`src/rtl/spi_mem_master_if.sv`:
```
// CPU-side request/data bus of the SPI memory master.
// The master modport is the requester; the slave modport is the SPI engine.
interface spi_mem_master_if #(
   parameter int ADDR_W = 24,
   parameter int LEN_W  = 4,
   parameter int CS_W   = 1
);
   logic              req_valid;
   logic              req_ready;
   logic              req_write;
   logic [CS_W-1:0]   req_cs;
   logic [ADDR_W-1:0] req_addr;
   logic [LEN_W-1:0]  req_len;
   logic [7:0]        wr_data;
   logic              wr_ready;
   logic [7:0]        rd_data;
   logic              rd_valid;
   logic              busy;
   logic              done;
   logic              err;

   modport master (
      output req_valid, req_write, req_cs, req_addr, req_len, wr_data,
      input  req_ready, wr_ready, rd_data, rd_valid, busy, done, err
   );

   modport slave (
      input  req_valid, req_write, req_cs, req_addr, req_len, wr_data,
      output req_ready, wr_ready, rd_data, rd_valid, busy, done, err
   );
endinterface

```
`src/rtl/spi_mem_master.sv`:
```
// SPI mode-0 memory master: 0x03 read / 0x02 write with address and byte bursts,
// NUM_CS chip selects and a run-time SCLK divider latched per transaction.
module spi_mem_master #(
   parameter int NUM_CS = 2,
   parameter int ADDR_W = 24,
   parameter int LEN_W  = 4,
   parameter int DIV_W  = 4
) (
   input  logic              clk,
   input  logic              rst_n,
   input  logic [DIV_W-1:0]  cfg_div,
   spi_mem_master_if.slave   bus,
   output logic              sclk_out,
   output logic [NUM_CS-1:0] cs_n_out,
   output logic              mosi_out,
   input  logic              miso_in
);
   localparam int SH_W = 8 + ADDR_W;
   localparam int BC_W = $clog2((ADDR_W > 8) ? ADDR_W : 8);

   typedef enum logic [2:0] {S_IDLE, S_CMD, S_ADDR, S_DATA, S_DESEL} state_t;

   state_t            state_q, state_d;
   logic [DIV_W-1:0]  div_q, div_d, hcnt_q, hcnt_d;
   logic              sclk_q, sclk_d;
   logic [NUM_CS-1:0] cs_n_q, cs_n_d;
   logic [SH_W-1:0]   sh_q, sh_d;
   logic [BC_W-1:0]   bcnt_q, bcnt_d;
   logic [LEN_W-1:0]  left_q, left_d;
   logic              write_q, write_d;
   logic [7:0]        rx_q, rx_d, rd_data_q, rd_data_d;
   logic              rx_fire_q, rx_fire_d, rd_valid_q, rd_valid_d;
   logic              done_q, done_d, err_q, err_d, busy_q, busy_d;
   logic              wr_ready;
   logic              toggle, last_bit;

   always_ff @(posedge clk) begin
      if (!rst_n) begin
         state_q    <= S_IDLE;
         div_q      <= '0;
         hcnt_q     <= '0;
         sclk_q     <= 1'b0;
         cs_n_q     <= '1;
         sh_q       <= '0;
         bcnt_q     <= '0;
         left_q     <= '0;
         write_q    <= 1'b0;
         rx_q       <= '0;
         rd_data_q  <= '0;
         rx_fire_q  <= 1'b0;
         rd_valid_q <= 1'b0;
         done_q     <= 1'b0;
         err_q      <= 1'b0;
         busy_q     <= 1'b0;
      end else begin
         state_q    <= state_d;
         div_q      <= div_d;
         hcnt_q     <= hcnt_d;
         sclk_q     <= sclk_d;
         cs_n_q     <= cs_n_d;
         sh_q       <= sh_d;
         bcnt_q     <= bcnt_d;
         left_q     <= left_d;
         write_q    <= write_d;
         rx_q       <= rx_d;
         rd_data_q  <= rd_data_d;
         rx_fire_q  <= rx_fire_d;
         rd_valid_q <= rd_valid_d;
         done_q     <= done_d;
         err_q      <= err_d;
         busy_q     <= busy_d;
      end
   end

   always_comb begin
      state_d    = state_q;
      div_d      = div_q;
      hcnt_d     = hcnt_q;
      sclk_d     = sclk_q;
      cs_n_d     = cs_n_q;
      sh_d       = sh_q;
      bcnt_d     = bcnt_q;
      left_d     = left_q;
      write_d    = write_q;
      rx_d       = rx_q;
      rd_data_d  = rd_data_q;
      rx_fire_d  = 1'b0;
      rd_valid_d = rx_fire_q;
      done_d     = 1'b0;
      err_d      = 1'b0;
      busy_d     = busy_q;
      wr_ready   = 1'b0;
      toggle     = (hcnt_q == div_q);
      last_bit   = (state_q == S_ADDR) ? (bcnt_q == BC_W'(ADDR_W - 1))
                                       : (bcnt_q == BC_W'(7));

      // rd_valid trails the final sampling edge of a byte by one cycle
      if (rx_fire_q) rd_data_d = rx_q;

      case (state_q)
         S_IDLE: begin
            if (bus.req_valid) begin
               if (int'(bus.req_cs) >= NUM_CS) begin
                  done_d = 1'b1;
                  err_d  = 1'b1;
               end else begin
                  state_d = S_CMD;
                  div_d   = cfg_div;
                  hcnt_d  = '0;
                  sclk_d  = 1'b0;
                  cs_n_d  = '1;
                  cs_n_d[bus.req_cs] = 1'b0;
                  sh_d    = {(bus.req_write ? 8'h02 : 8'h03), bus.req_addr};
                  bcnt_d  = '0;
                  left_d  = bus.req_len;
                  write_d = bus.req_write;
                  busy_d  = 1'b1;
               end
            end
         end

         S_CMD, S_ADDR, S_DATA: begin
            if (!toggle) begin
               hcnt_d = hcnt_q + 1'b1;
            end else begin
               hcnt_d = '0;
               sclk_d = ~sclk_q;
               if (!sclk_q) begin
                  if (state_q == S_DATA && !write_q) begin
                     rx_d      = {rx_q[6:0], miso_in};
                     rx_fire_d = (bcnt_q == BC_W'(7));
                  end
               end else begin
                  bcnt_d = bcnt_q + 1'b1;
                  sh_d   = sh_q << 1;
                  if (last_bit) begin
                     bcnt_d = '0;
                     if (state_q == S_CMD) begin
                        state_d = S_ADDR;
                     end else if (state_q == S_DATA && left_q == '0) begin
                        state_d = S_DESEL;
                        cs_n_d  = '1;
                        sh_d    = '0;
                     end else begin
                        // the falling edge that ends the address or a byte launches the next data byte
                        if (state_q == S_DATA) left_d = left_q - 1'b1;
                        state_d = S_DATA;
                        if (write_q) begin
                           wr_ready = 1'b1;
                           sh_d     = {bus.wr_data, {ADDR_W{1'b0}}};
                        end else begin
                           sh_d = '0;
                        end
                     end
                  end
               end
            end
         end

         S_DESEL: begin
            if (toggle) begin
               state_d = S_IDLE;
               done_d  = 1'b1;
               busy_d  = 1'b0;
            end else begin
               hcnt_d = hcnt_q + 1'b1;
            end
         end

         default: state_d = S_IDLE;
      endcase
   end

   assign bus.req_ready = (state_q == S_IDLE);
   assign bus.wr_ready  = wr_ready;
   assign bus.rd_data   = rd_data_q;
   assign bus.rd_valid  = rd_valid_q;
   assign bus.busy      = busy_q;
   assign bus.done      = done_q;
   assign bus.err       = err_q;
   assign sclk_out      = sclk_q;
   assign cs_n_out      = cs_n_q;
   assign mosi_out      = sh_q[SH_W-1];
endmodule

```
`src/flat_wrapper.sv`:
```
// flat-port wrapper written by rule: the top's interface ports become plain ports
module spi_mem_master_flat 
#(
   parameter int NUM_CS = 2,
   parameter int ADDR_W = 24,
   parameter int LEN_W  = 4,
   parameter int DIV_W  = 4
)
  (clk, rst_n, cfg_div, sclk_out, cs_n_out, mosi_out, miso_in, bus_req_valid, bus_req_write, bus_req_cs, bus_req_addr, bus_req_len, bus_wr_data, bus_req_ready, bus_wr_ready, bus_rd_data, bus_rd_valid, bus_busy, bus_done, bus_err);
  spi_mem_master_if #(.ADDR_W(ADDR_W), .LEN_W(LEN_W)) bus_i ();
  input  logic clk;
  input  logic rst_n;
  input  logic [DIV_W-1:0] cfg_div;
  output logic sclk_out;
  output logic [NUM_CS-1:0] cs_n_out;
  output logic mosi_out;
  input  logic miso_in;
  input wire logic [$bits(bus_i.req_valid)-1:0] bus_req_valid;
  input wire logic [$bits(bus_i.req_write)-1:0] bus_req_write;
  input wire logic [$bits(bus_i.req_cs)-1:0] bus_req_cs;
  input wire logic [$bits(bus_i.req_addr)-1:0] bus_req_addr;
  input wire logic [$bits(bus_i.req_len)-1:0] bus_req_len;
  input wire logic [$bits(bus_i.wr_data)-1:0] bus_wr_data;
  output wire logic [$bits(bus_i.req_ready)-1:0] bus_req_ready;
  output wire logic [$bits(bus_i.wr_ready)-1:0] bus_wr_ready;
  output wire logic [$bits(bus_i.rd_data)-1:0] bus_rd_data;
  output wire logic [$bits(bus_i.rd_valid)-1:0] bus_rd_valid;
  output wire logic [$bits(bus_i.busy)-1:0] bus_busy;
  output wire logic [$bits(bus_i.done)-1:0] bus_done;
  output wire logic [$bits(bus_i.err)-1:0] bus_err;
  assign bus_i.req_valid = bus_req_valid;
  assign bus_i.req_write = bus_req_write;
  assign bus_i.req_cs = bus_req_cs;
  assign bus_i.req_addr = bus_req_addr;
  assign bus_i.req_len = bus_req_len;
  assign bus_i.wr_data = bus_wr_data;
  assign bus_req_ready = bus_i.req_ready;
  assign bus_wr_ready = bus_i.wr_ready;
  assign bus_rd_data = bus_i.rd_data;
  assign bus_rd_valid = bus_i.rd_valid;
  assign bus_busy = bus_i.busy;
  assign bus_done = bus_i.done;
  assign bus_err = bus_i.err;
  spi_mem_master #(.NUM_CS(NUM_CS), .ADDR_W(ADDR_W), .LEN_W(LEN_W), .DIV_W(DIV_W)) u_core (.clk(clk), .rst_n(rst_n), .cfg_div(cfg_div), .bus(bus_i), .sclk_out(sclk_out), .cs_n_out(cs_n_out), .mosi_out(mosi_out), .miso_in(miso_in));
endmodule
```
`config.mk`:
```
export PLATFORM = sky130hd
export DESIGN_NAME = spi_mem_master_flat
export DESIGN_NICKNAME = d
export VERILOG_FILES = /design/src/rtl/spi_mem_master_if.sv /design/src/rtl/spi_mem_master.sv /design/src/flat_wrapper.sv
export SDC_FILE = /design/constraint.sdc
export NUM_CORES = 1
export LEC_CHECK = 0
export ABC_AREA = 1
export CORE_MARGIN = 3
export CORE_UTILIZATION = 55
export CTS_BUF_LIST = sky130_fd_sc_hd__clkbuf_4
export CTS_CLUSTER_DIAMETER = 30
export DETAILED_ROUTE_END_ITERATION = 10
export GPL_TIMING_DRIVEN = 0
export PLACE_DENSITY = 0.84
export SYNTH_ARGS = -nofsm -noshare
export SYNTH_HDL_FRONTEND = slang
export SYNTH_SLANG_ARGS = --single-unit
```
`constraint.sdc`:
```
create_clock -name clk -period 5.15 [get_ports clk]
set_clock_uncertainty 0.05 [all_clocks]
set_input_delay 1.545 -clock clk [delete_from_list [all_inputs] [get_ports clk]]
set_output_delay 1.545 -clock clk [all_outputs]
set_load 0.01 [all_outputs]
```
==> out/qor.yml <==
run_status:
  status: "complete, no violations"
run:
  cap_violations: 0
synth:
  yosysSeqAreaShare_pct: 42.5
  avgSynthCellArea_um2: 6.90
  ys_warn_count: 0
  yosysTopAreaCell: "dfxtp_1"
  ys_types: 30
  synth_area_leaders: "dfxtp_1 (43%), nand2_1 (11%), a21oi_1 (9.6%), nor2_1 (7.2%), nand3_1 (6.7%)"
  synth_nets: 569
  synth_top_area_share_pct: 42.5
  netlist_instances: 519
  syn_area_um2: 3580
  synth-seq-cells: 76
clock_network:
  clk_latency_ns: 0.43
  hold_buffers: 0
  ctsLongestPathBuffers: 2
  cts_root_buf: "clkbuf_4"
  numClockSinks: 76
  ctsResizeCount: 0
  numCtsBuffers: 9
  htreeDepth: 3
  post-cts-setup-buffers: 0
  path_clk_slew_ns: 0.13
  cts_tree: "built"
route:
  drtPass1Iterations: 5
  wirelength_mm: 9.01
  vias: 3642
  viasPerCell: 5.42
  postRouteAntennaNets: 0
  drt_iter0_markers: 196
  drc: 0
  wl_per_cell_um: 13.4
power:
  p_leak_nw: 1.92
  total_power_mw: 2.53
  power_density_nw_per_um2: 565
  ir_drop_v: 0.000318
floorplan:
  dieArea_um2: 7510
  start_util_pct: 58.7
  fp-row-count: 28
  die_h_um: 86.7
  die_w_um: 86.7
  coreArea_um2: 6100
  num_io_pins: 64
timing:
  finalSetupTns_ns: 0
  hold_viol_final: 0
  worst_pin_slew_ns: 0.532
  min_period_ns: 4.24
  slew_viol_final: 0
  fin_crit_sh_pct: 82.4
  setup_violations: 0
  relSlewSlack_pct: 64.5
  fmax_ghz: 0.236
  rsz0062_at_grt: "false"
  whs_ns: 0.427
worst_hold_path:
  hold_class: "reg2reg"
critical_path:
  r2r_setup_slack_ns: 3.22
  crit_path_end_kind: "output port"
  path_buf_inv: 3
  critPathLaunchType: "register"
  crit_top_cell: "nand2_1"
  cpPeakStageDelay_ns: 0.58
  path_class: "reg2out"
  cp.required_ns: 3.56
  slowest_stage: "clkdlybuf4s50_1"
  path_cells: "inv_1, ha_1, inv_1, nor2_1, nand2_1, nand2_1, nor2_2, nand2_1, nor3_1, clkdlybuf4s50_1"
  worstPathMaxFanout: 8
  critical_path_arrival_ns: 2.65
  critical-path-top-delay-family: "simple AND/OR/NAND/NOR gates"
cells_and_area:
  areaGrowthSynthToFinish_pct: 25.1
  fin_util_pct: 73.4
  layout_common_cells: "nand2_1 (105), dfxtp_1 (76), nor2_1 (69), a21oi_1 (69), clkdlybuf4s50_1 (62)"
  drive_gt1_share_pct: 8.54
  final_common_cell: "nand2_1"
  fin_nets: 642
  antennaDiodeCount: 0
global_route:
  track_usage_pct: 25.3
  grt-ovfl-total: 0
  grt_first_pass_wirelength_mm: 15.2
  grt_max_degree: 14
  grt_antenna_before_repair: 0
  grt_pass1_vias: 3511
place:
  io_buffers: 62
  dp_hpwl_mm: 6.51
  globalplace.congestion: 0.913
[area by class of cell]
class | instances | area (µm²)
Timing Repair Buffer | 62 | 621
Sequential cell | 76 | 1520
Buffer | 25 | 125
Inverter | 41 | 155
Clock buffer | 9 | 67.6
Fill cell | 517 | 1620
Clock inverter | 7 | 115
Tap cell | 75 | 93.8
Multi-Input combinational cell | 377 | 1780
[flip-flops by register name, indices dropped and copies added, names as in the netlist]
name	cells
u_core.rx_q	8
u_core.left_q	4
u_core.bus.rd_data	8
u_core.bus.done	1
u_core.write_q	1
u_core.div_q	4
u_core.rd_valid_d	1
u_core.state_q	3
u_core.cs_n_out	2
u_core.hcnt_q	4
u_core.bcnt_q	5
u_core.bus.busy	1
u_core.sh_q	32
u_core.bus.rd_valid	1
u_core.sclk_out	1
[worst register-to-register path, delay by kind of cell, from the launching register on]
kind	cells	cell delay, ns
buffers and inverters	2	0.31
AO/OA/AOI/OAI	2	0.28
AND/OR/NAND/NOR	6	0.75
flip-flops	1	0.44
[per-layer routing]
| metal | vias up | track usage (%) | part of all wire, % |
|---|---|---|---|
| li1 | 1840 | - | - |
| met1 | 1681 | 31.2 | 44 |
| met2 | 102 | 42.0 | 49 |
| met3 | 19 | 5.51 | 4.8 |
| met4 | 0 | 12.0 | 2.1 |
| met5 | - | 0 | 0 |
[through the flow]
step                      cell area, µm²  worst slack (ns)  cells
after floorplan                     3580              2.18    519
after global placement              4290              1.45    656
after detailed placement            4290              1.39    656
after CTS                           4480             0.896    672
after global routing                4480             0.751    672
final                               4480             0.908    672
[Yosys cell counts, drive strengths merged]
master  count
a21oi      70
buf        15
clkbuf     10
clkinv      1
conb        1
dfxtp      76
ha          4
inv        40
nand2     111
nand3      49
nand3b      1
nand4       3
nor2       77
nor3        1
o21ai      53
o31ai       1
or2         2
xnor2       1
xor2        3
[where the power goes]
group | internal (mW) | switching (mW)
registers | 0.744 | 0.0951
clock network | 0.244 | 0.214
logic | 0.430 | 0.803
[kinds of logic (layout without fill, tap and decap cells)]
group	Yosys count	count (layout)	synth area share [%]
compound gates	124	124	17.5
xor+xnor	4	4	0.979
fa+ha+maj	4	4	1.40
buf+inv	66	144	7.83
flops	76	76	42.5
other cells	1	1	0.105
simple gates	244	244	29.7
[final timing paths]
path / to / from / depth (start not counted)
max: bus_wr_ready / u_core.left_q[0] / 10
min: u_core.cs_n_out[0] / u_core.cs_n_out[0] / 2
max reg2reg: u_core.sh_q[19] / u_core.hcnt_q[0] / 10
min reg2reg: u_core.cs_n_out[0] / u_core.cs_n_out[0] / 2
No activity file was read; power rests on OpenSTA's default activity.
